<file path="src/rtl/pred_argmax.sv">
// pred_argmax: serial argmax over one frame of signed class scores.
// Reports winning index, its score and margin to runner-up.
module pred_argmax #(
  parameter int NUM_CLASSES = 24,
  parameter int SCORE_W     = 10,
  parameter int IDX_W       = 5,
  parameter int CNT_W       = 16
) (
  input  logic               clk,
  input  logic               rst,
  input  logic               vld_in,
  input  logic [SCORE_W-1:0] data_in [NUM_CLASSES],
  output logic               vld_out,
  output logic [IDX_W-1:0]   class_out,
  output logic [SCORE_W-1:0] score_out,
  output logic [SCORE_W-1:0] margin_out,
  output logic [CNT_W-1:0]   frame_cnt,
  output logic               busy,
  output logic               overflow
);

  typedef enum logic [1:0] {
    S_IDLE,
    S_SCAN,
    S_DONE
  } state_t;

  localparam logic signed [SCORE_W-1:0] MIN_S =
    {1'b1, {(SCORE_W-1){1'b0}}};
  localparam logic [IDX_W-1:0] LAST_I = IDX_W'(NUM_CLASSES-1);

  state_t                     r_state;
  logic [SCORE_W-1:0]         r_buf  [NUM_CLASSES];
  logic [SCORE_W-1:0]         r_pend [NUM_CLASSES];
  logic                       r_pend_full;
  logic signed [SCORE_W-1:0]  r_best;
  logic signed [SCORE_W-1:0]  r_sec;
  logic [IDX_W-1:0]           r_idx;
  logic [IDX_W-1:0]           r_i;

  logic signed [SCORE_W-1:0]  w_e;
  logic signed [SCORE_W-1:0]  w_best_n;
  logic signed [SCORE_W-1:0]  w_sec_n;
  logic [IDX_W-1:0]           w_idx_n;
  logic signed [SCORE_W:0]    w_margin;
  logic                       w_last;
  logic                       w_consume;
  logic                       w_start;
  logic                       w_pend_ld;
  logic                       w_drop;
  logic [SCORE_W-1:0]         w_src [NUM_CLASSES];

  assign w_e    = $signed(r_buf[r_i]);
  assign w_last = (r_i == LAST_I);

  // A queued frame is consumed in the result cycle; a frame arriving
  // in that same cycle with nothing queued starts immediately.
  assign w_consume = (r_state == S_DONE) && r_pend_full;
  assign w_start   = ((r_state == S_IDLE) && vld_in) ||
                     ((r_state == S_DONE) && (r_pend_full || vld_in));
  assign w_pend_ld = vld_in &&
                     (((r_state == S_SCAN) && !r_pend_full) || w_consume);
  assign w_drop    = vld_in && (r_state == S_SCAN) && r_pend_full;

  assign busy = (r_state != S_IDLE) || r_pend_full;

  // Source of the next frame to scan: queued frame first, else input.
  always_comb begin
    for (int k = 0; k < NUM_CLASSES; k++) begin
      w_src[k] = w_consume ? r_pend[k] : data_in[k];
    end
  end

  // One compare step; strict > keeps the lowest index on ties.
  always_comb begin
    w_best_n = r_best;
    w_sec_n  = r_sec;
    w_idx_n  = r_idx;
    if (w_e > r_best) begin
      w_sec_n  = r_best;
      w_best_n = w_e;
      w_idx_n  = r_i;
    end else if (w_e > r_sec) begin
      w_sec_n = w_e;
    end
  end

  // Margin is never negative, so SCORE_W+1 bits then truncation is exact.
  assign w_margin = {w_best_n[SCORE_W-1], w_best_n} -
                    {w_sec_n[SCORE_W-1], w_sec_n};

  // Scan FSM with registered result outputs.
  always_ff @(posedge clk or negedge rst) begin
    if (!rst) begin
      r_state    <= S_IDLE;
      r_best     <= '0;
      r_sec      <= '0;
      r_idx      <= '0;
      r_i        <= '0;
      vld_out    <= 1'b0;
      class_out  <= '0;
      score_out  <= '0;
      margin_out <= '0;
      frame_cnt  <= '0;
      for (int k = 0; k < NUM_CLASSES; k++) r_buf[k] <= '0;
    end else begin
      vld_out <= 1'b0;
      if (w_start) begin
        r_buf   <= w_src;
        r_best  <= $signed(w_src[0]);
        r_sec   <= MIN_S;
        r_idx   <= '0;
        r_i     <= IDX_W'(1);
        r_state <= S_SCAN;
      end
      unique case (r_state)
        S_IDLE: ;
        S_SCAN: begin
          r_best <= w_best_n;
          r_sec  <= w_sec_n;
          r_idx  <= w_idx_n;
          r_i    <= r_i + IDX_W'(1);
          if (w_last) begin
            class_out  <= w_idx_n;
            score_out  <= w_best_n;
            margin_out <= w_margin[SCORE_W-1:0];
            vld_out    <= 1'b1;
            r_state    <= S_DONE;
          end
        end
        S_DONE: begin
          frame_cnt <= frame_cnt + CNT_W'(1);
          if (!w_start) begin
            r_i     <= '0;
            r_state <= S_IDLE;
          end
        end
        default: r_state <= S_IDLE;
      endcase
    end
  end

  // One-deep pending buffer and sticky overflow flag.
  always_ff @(posedge clk or negedge rst) begin
    if (!rst) begin
      r_pend_full <= 1'b0;
      overflow    <= 1'b0;
      for (int k = 0; k < NUM_CLASSES; k++) r_pend[k] <= '0;
    end else begin
      if (w_pend_ld) begin
        r_pend      <= data_in;
        r_pend_full <= 1'b1;
      end else if (w_consume) begin
        r_pend_full <= 1'b0;
      end
      if (w_drop) overflow <= 1'b1;
    end
  end

endmodule

</file>
<file path="config.mk">
export PLATFORM = sky130hd
export DESIGN_NAME = pred_argmax
export DESIGN_NICKNAME = d
export VERILOG_FILES = /design/src/rtl/pred_argmax.sv
export SDC_FILE = /design/constraint.sdc
export NUM_CORES = 1
export LEC_CHECK = 0
export CORE_MARGIN = 2
export CORE_UTILIZATION = 61
export DETAILED_ROUTE_END_ITERATION = 8
export PLACE_DENSITY = 0.85
export SYNTH_ARGS = -nofsm -noshare
export SYNTH_HDL_FRONTEND = slang
export SYNTH_SLANG_ARGS = --single-unit
</file>
<file path="constraint.sdc">
create_clock -name clk -period 15.5 [get_ports clk]
set_input_delay 1.55 -clock clk [delete_from_list [all_inputs] [get_ports clk]]
set_output_delay 1.55 -clock clk [all_outputs]
set_load 0.03 [all_outputs]
</file>
======== Word level (Yosys, flattened, before mapping) ========
Cells that the tools add are included.
word-level totals
  register bits ........................... 556
  output and inout port bits .............. 44
operators by class
  $add $sub $neg .......................... 3
  reductions and logical operators ........ 17
  multiplexer cells ....................... 48
  equality and inequality tests ........... 3
  bitwise logic cells ..................... 1
  magnitude comparators ................... 3
operators with widths
  cell                                                      number
  two-way mux 10 bit                                        33
  binary-select mux 10 bit (select 5 bit)                   1
  two-way mux 5 bit                                         5
  > comparator 10 bit                                       2
  adder 16 x 1 -> 16 bit, second input constant             1
  one-hot mux 5 bit (2 select lines)                        1
  subtractor 10 bit                                         1
  logical AND 1 bit                                         7
  greater-or-equal comparator 6 bit, second input constant  1
  two-way mux 2 bit                                         3
  NOT 5 -> 6 bit                                            1
  one-hot mux 2 bit (3 select lines)                        1
  nonzero test 2 bit                                        3
  adder 5 x 1 -> 5 bit, second input constant               1
  equality test 5 bit, second input constant                1
  logical OR 1 bit                                          4
  two-way mux 1 bit                                         4
  equality test 2 x 1 -> 1 bit, second input constant       1
  equality test 2 bit, second input constant                1
  zero test 2 bit                                           1
  AND reduction 2 bit                                       1
  zero test 1 bit                                           1

======== Logic depth before layout (Yosys ltp) ========
  word-level depth ........................ 8
  depth in mapped cells ................... 25
  depth with buffers taken out ............ 21

======== Worst setup path after synthesis ========
OpenSTA, ideal clock, no wires.
  path kind ............................... reg2reg
  start ................................... register r_i[0]
  end ..................................... register margin_out[9]
  setup time .............................. 68 ps
  data arrival time ....................... 5411 ps
  cell stages (with the launch flop) ...... 24
  path slack .............................. 10020 ps
  data required time ...................... 15432 ps
  path through ............................ dfrtp_1 > buf_6 > buf_2 > mux4_2 > mux4_2 > inv_1 > o22ai_1 > ha_1 > a21oi_1 > a21boi_0 > o31ai_1 > a21oi_1 > clkbuf_1 > clkbuf_1 > nor2_1 > a21oi_1 > ha_1 > and2_1 > o21ai_0 > a31oi_1 > a31oi_1 > nand3_1 > a211o_1 > nand3_1
between the ends
  longest elaborated chain between the ends .. 8
ends and longest elaborated chain
  what                                                   RTL line  RTL
  start, declared                                        39        logic [IDX_W-1:0] r_i;
  start signal, assigned                                 122       r_i <= r_i + IDX_W'(1);
  NOT 5 -> 6 bit (implied by the code)                   53        assign w_e = $signed(r_buf[r_i]);
  binary-select mux 10 bit (select 5 bit)                53
  two-way mux 10 bit (implied by the code) (2 in a row)  53
  > comparator 10 bit                                    83        end else if (w_e > r_sec) begin
  two-way mux 10 bit                                     83
  two-way mux 10 bit                                     79        if (w_e > r_best) begin
  subtractor 10 bit                                      89        assign w_margin = {w_best_n[SCORE_W-1], w_best_n} -
  end signal, assigned                                   126       margin_out <= w_margin[SCORE_W-1:0];
  end, declared                                          16        output logic [SCORE_W-1:0] margin_out,
Several ways; a longest one is shown, not always the timed one. The select of a mux whose other input is x is not followed.
A chain may end at the register's enable or synchronous reset.

======== Worst setup path in the final report ========
  start ................................... register r_i[0]
  end ..................................... register margin_out[9]
RTL lines
  what                                                       RTL line  RTL
  NOT 5 -> 6 bit (implied by the code) (*)                   53
  binary-select mux 10 bit (select 5 bit) (*)                53
  two-way mux 10 bit (implied by the code) (*) (2 in a row)  53
  > comparator 10 bit                                        79
  two-way mux 10 bit (*)                                     79
  net w_best_n[3]                                            42        logic signed [SCORE_W-1:0] w_best_n;
  subtractor 10 bit (*)                                      89
The timed path passes the listed nets; every way through them passes the cells marked *. The select of a mux whose other input is x is not followed.

==> flow_summary.yaml <==
clock_tree:
  tritoncts.num_buffers: 54
  cts-root-to-sink-buffers: 3
  cts_root_buffer: "clkbuf_16"
  tritoncts_num_sinks: 556
  worst_skew_pair.late_latency_ps: 610
  htreeDepth: 2
  clock_tree_from_tritoncts: "yes"
  ctsResizeCount: 0
  cts_hold_repair.buffers: 0
  post-cts-setup-buffer-count: 0
  clk_transition_reported_paths_ps: 60
final_layout:
  fillCellCount: 2705
  area_of_the_multi_input_gates_um2: 11300
  post-route-util_pct: 73.8
  register_area_um2: 13900
  drive_gt1_share_pct: 17.9
  area_delta_synth_final_pct: 19.3
  num-nets-final: 2658
placement:
  dpl.hpwl_um: 46800
  worst_setup_timing_slack_at_the_placement_stage_ps: 8530
  port_buffers: 286
  gpl.final_weighted_congestion: 0.899
global_routing:
  overflow: 0
  grt_start_max_net_pins: 301
  vias_in_the_first_global_route: 18906
  grtUsageTotal_pct: 31.6
  antenna_violations_before_repair: 2
  grt_pass1_wl_um: 107000
worst_setup_path:
  timing.critical_path.max_delay_family: "compound AO/OA/AOI/OAI gates"
  path_class: "flip-flop to flip-flop"
  path_common_cell: "nand3_1"
  worst-path-max-fanout: 42
  category_of_the_worst_setup_path_capture_point: "flip-flop"
  largest_stage_delay_on_the_critical_path_ps: 790
  worstPathCellList: "buf_4 -> mux4_2 -> mux4_2 -> inv_1 -> o22ai_1 -> ha_1 -> nand3_1 -> a21boi_0 -> o31ai_1 -> a21oi_4 -> mux2_2 -> ha_1 -> and2_1 -> o21ai_0 -> a31oi_1 -> a31oi_1 -> nand3_1 -> a211o_1 -> nand3_1"
  timing.critical_path.required_ps: 16040
  worst-path-buf-inv: 2
  critPathLaunchType: "flip-flop"
  cell_with_the_biggest_individual_delay_on_the_critical_path: "a21oi_4"
  timing.critical_path.arrival_ps: 7490
run_status:
  status: "finished, final reports clean"
detailed_routing:
  finalWirelength_um: 68100
  viasPerCell: 6.09
  drt_drc_violations_left: 0
  drt.antenna.violating_nets: 0
  vias: 18052
  drt_pass1_iterations: 5
  route.detailed.wl_per_inst_um: 23.0
  drt_iter0_drc: 1732
timing:
  final-hold-violation-count: 0
  totalNegativeSetupSlack_ps: 0
  timing.final.crit_share_pct: 44.8
  worst_slack_ps: 8550
  fin_skew_ps: 19.5
  report.final.slew_viol_count: 0
  timing.max_slew.rel_slack_pct: 13.4
  timing.hold.ws_ps: 476
  tightest_slew_ps: 1300
  period_needed_ps: 6950
  finalSetupViolations: 0
  rsz0062_at_grt: "no"
  timing.fmax_mhz: 144
floorplan:
  start_util_pct: 61.8
  floorplan.io_pins: 287
  core_region_area_um2: 42000
  placement_rows: 75
  die_width_um: 210
  die-height_um: 210
  floorplan.die_area_um2: 44300
pwr:
  power_frac_seq_pct: 49.6
  clkPwrFrac_pct: 44.0
  netSwitchingFraction_pct: 21.8
  power.density_cell_area_nw_per_um2: 102
  total_leakage_power_nw: 15.4
  internal-power_w: 0.00246
  ir_worst_vdd_mv: 0.120
  combPwrFrac_pct: 6.4
  net-switching-power_w: 0.000687
synth:
  synth-seq-cells: 556
  synth-edff-count: 0
  synth_area_um2: 26000
  synth.top_cells.by_count: "dfrtp_1 (556), nand2_1 (301), o21ai_0 (274)"
  yosysWarnings: 0
  post-synth-top-area-cell: "dfrtp_1"
  synthDominantCellAreaShare_pct: 53.5
  syn_nets: 2448
  yosys.cell_count.top_type: "dfrtp_1"
  synth_area_leaders: "dfrtp_1 (54%), mux2_2 (11%), mux2i_1 (10%), mux4_2 (5.4%), o21ai_0 (5.3%)"
  gate_count_of_the_mapped_netlist: 2169
  ys_types: 53
  synth-async-reset-ratio_pct: 100
  seq_area_frac_synth_pct: 53.5
  synthesis.area_per_instance_um2: 12.0
  synth-main-ff-cell: "dfrtp_1"
run:
  maxCapViolations: 0
worst_hold_path:
  holdCritPathClass: "flip-flop to flip-flop"
layer usage:
layer / part of all wire (%) / vias to the layer above / routed length [um] / GRT usage (%)
met3: 5.5 / 166 / 3730 / 4.89
met2: 49 / 634 / 33500 / 52.3
met4: 5.0 / 0 / 3420 / 14.1
li1: - / 8116 / - / -
met5: 0 / - / 0 / 0
met1: 40 / 9136 / 27400 / 41.7
area by class of cell:
cell class	count	share of cell area (%)
Clock buffer	79	5.18
Multi-Input combinational cell	1420	36.5
Timing Repair Buffer	303	9.78
Tap cell	539	2.18
Antenna cell	2	0.0161
Sequential cell	556	44.9
Clock inverter	19	0.884
Inverter	44	0.533
final timing paths:
check                                    startpoint                        end  slack, ps  cells after the start
setup / recovery                   r_i[0]$_DFF_PN0_  margin_out[9]$_DFFE_PN0P_       8550                     19
hold / removal             score_out[7]$_DFFE_PN0P_   score_out[7]$_DFFE_PN0P_        480                      2
setup reg to reg                   r_i[0]$_DFF_PN0_  margin_out[9]$_DFFE_PN0P_       8550                     19
hold reg to reg            score_out[7]$_DFFE_PN0P_   score_out[7]$_DFFE_PN0P_        480                      2
max in group asynchronous                       rst    r_pend[178]$_DFFE_PN0P_      12180                      3
min in group asynchronous                       rst     r_buf[125]$_DFFE_PN0N_        950                      1
cells in the final DEF, fill, tap and decap left out, drive strengths merged, types with 3 or more instances in the layout:
cell             n
o21a             5
xor2             7
o21ai          278
o31ai           12
o22ai           18
a21o             7
nand2          301
mux2i          260
xnor2           12
bufinv           6
mux4            66
nor3            13
clkinv           7
and3             8
nor2            47
a21oi           20
a211oi           3
mux2           253
nand2b           5
clkdlybuf4s50  285
nand3           20
nand4            5
clkbuf          79
inv             46
or2              3
nor2b            6
ha              35
buf             18
dfrtp          556
a31oi           11
clkinvlp         4
cells by family after synthesis:
| logic type | Yosys count | share of synthesized area, % |
|---|---|---|
| AND/OR/NAND/NOR | 418 | 6.61 |
| multiplexers | 579 | 26.8 |
| XOR/XNOR | 19 | 0.640 |
| flip-flops | 556 | 53.5 |
| AO/OA/AOI/OAI | 368 | 7.70 |
| adder cells (fa/ha/maj) | 36 | 1.76 |
| buffers and inverters | 193 | 2.99 |
flip-flops by register name, summed over array words and instances (netlist names), 2 cells and up:
signal	flops
r_idx	5
r_i	5
score_out	10
r_state	2
margin_out	10
r_sec	10
class_out	5
r_pend	240
r_best	10
r_buf	240
frame_cnt	16
stage by stage:
step / instance area [um^2] / instances / power, W
CTS: 31000 / 2960 / 0.00316
detailed placement: 29100 / 2862 / 0.00179
finish: 31000 / 2962 / 0.00315
global route: 31000 / 2961 / 0.00325
floorplan: 26000 / 2169 / 0.00166
global placement: 29100 / 2862 / 0.00177
power by group through the flow:
stage	logic, W	clock network (W)	registers (W)
floorplan	0.0000810	0	0.00157
global placement	0.000195	0	0.00158
detailed placement	0.000202	0	0.00158
CTS	0.000205	0.00140	0.00156
global route	0.000220	0.00146	0.00157
finish	0.000202	0.00139	0.00156
worst min-delay path: stages (launching register included):
cell	delay, ps
dfrtp_1	340
nand2_1	50
nand2_1	50
(Power assumes the default switching activity.)
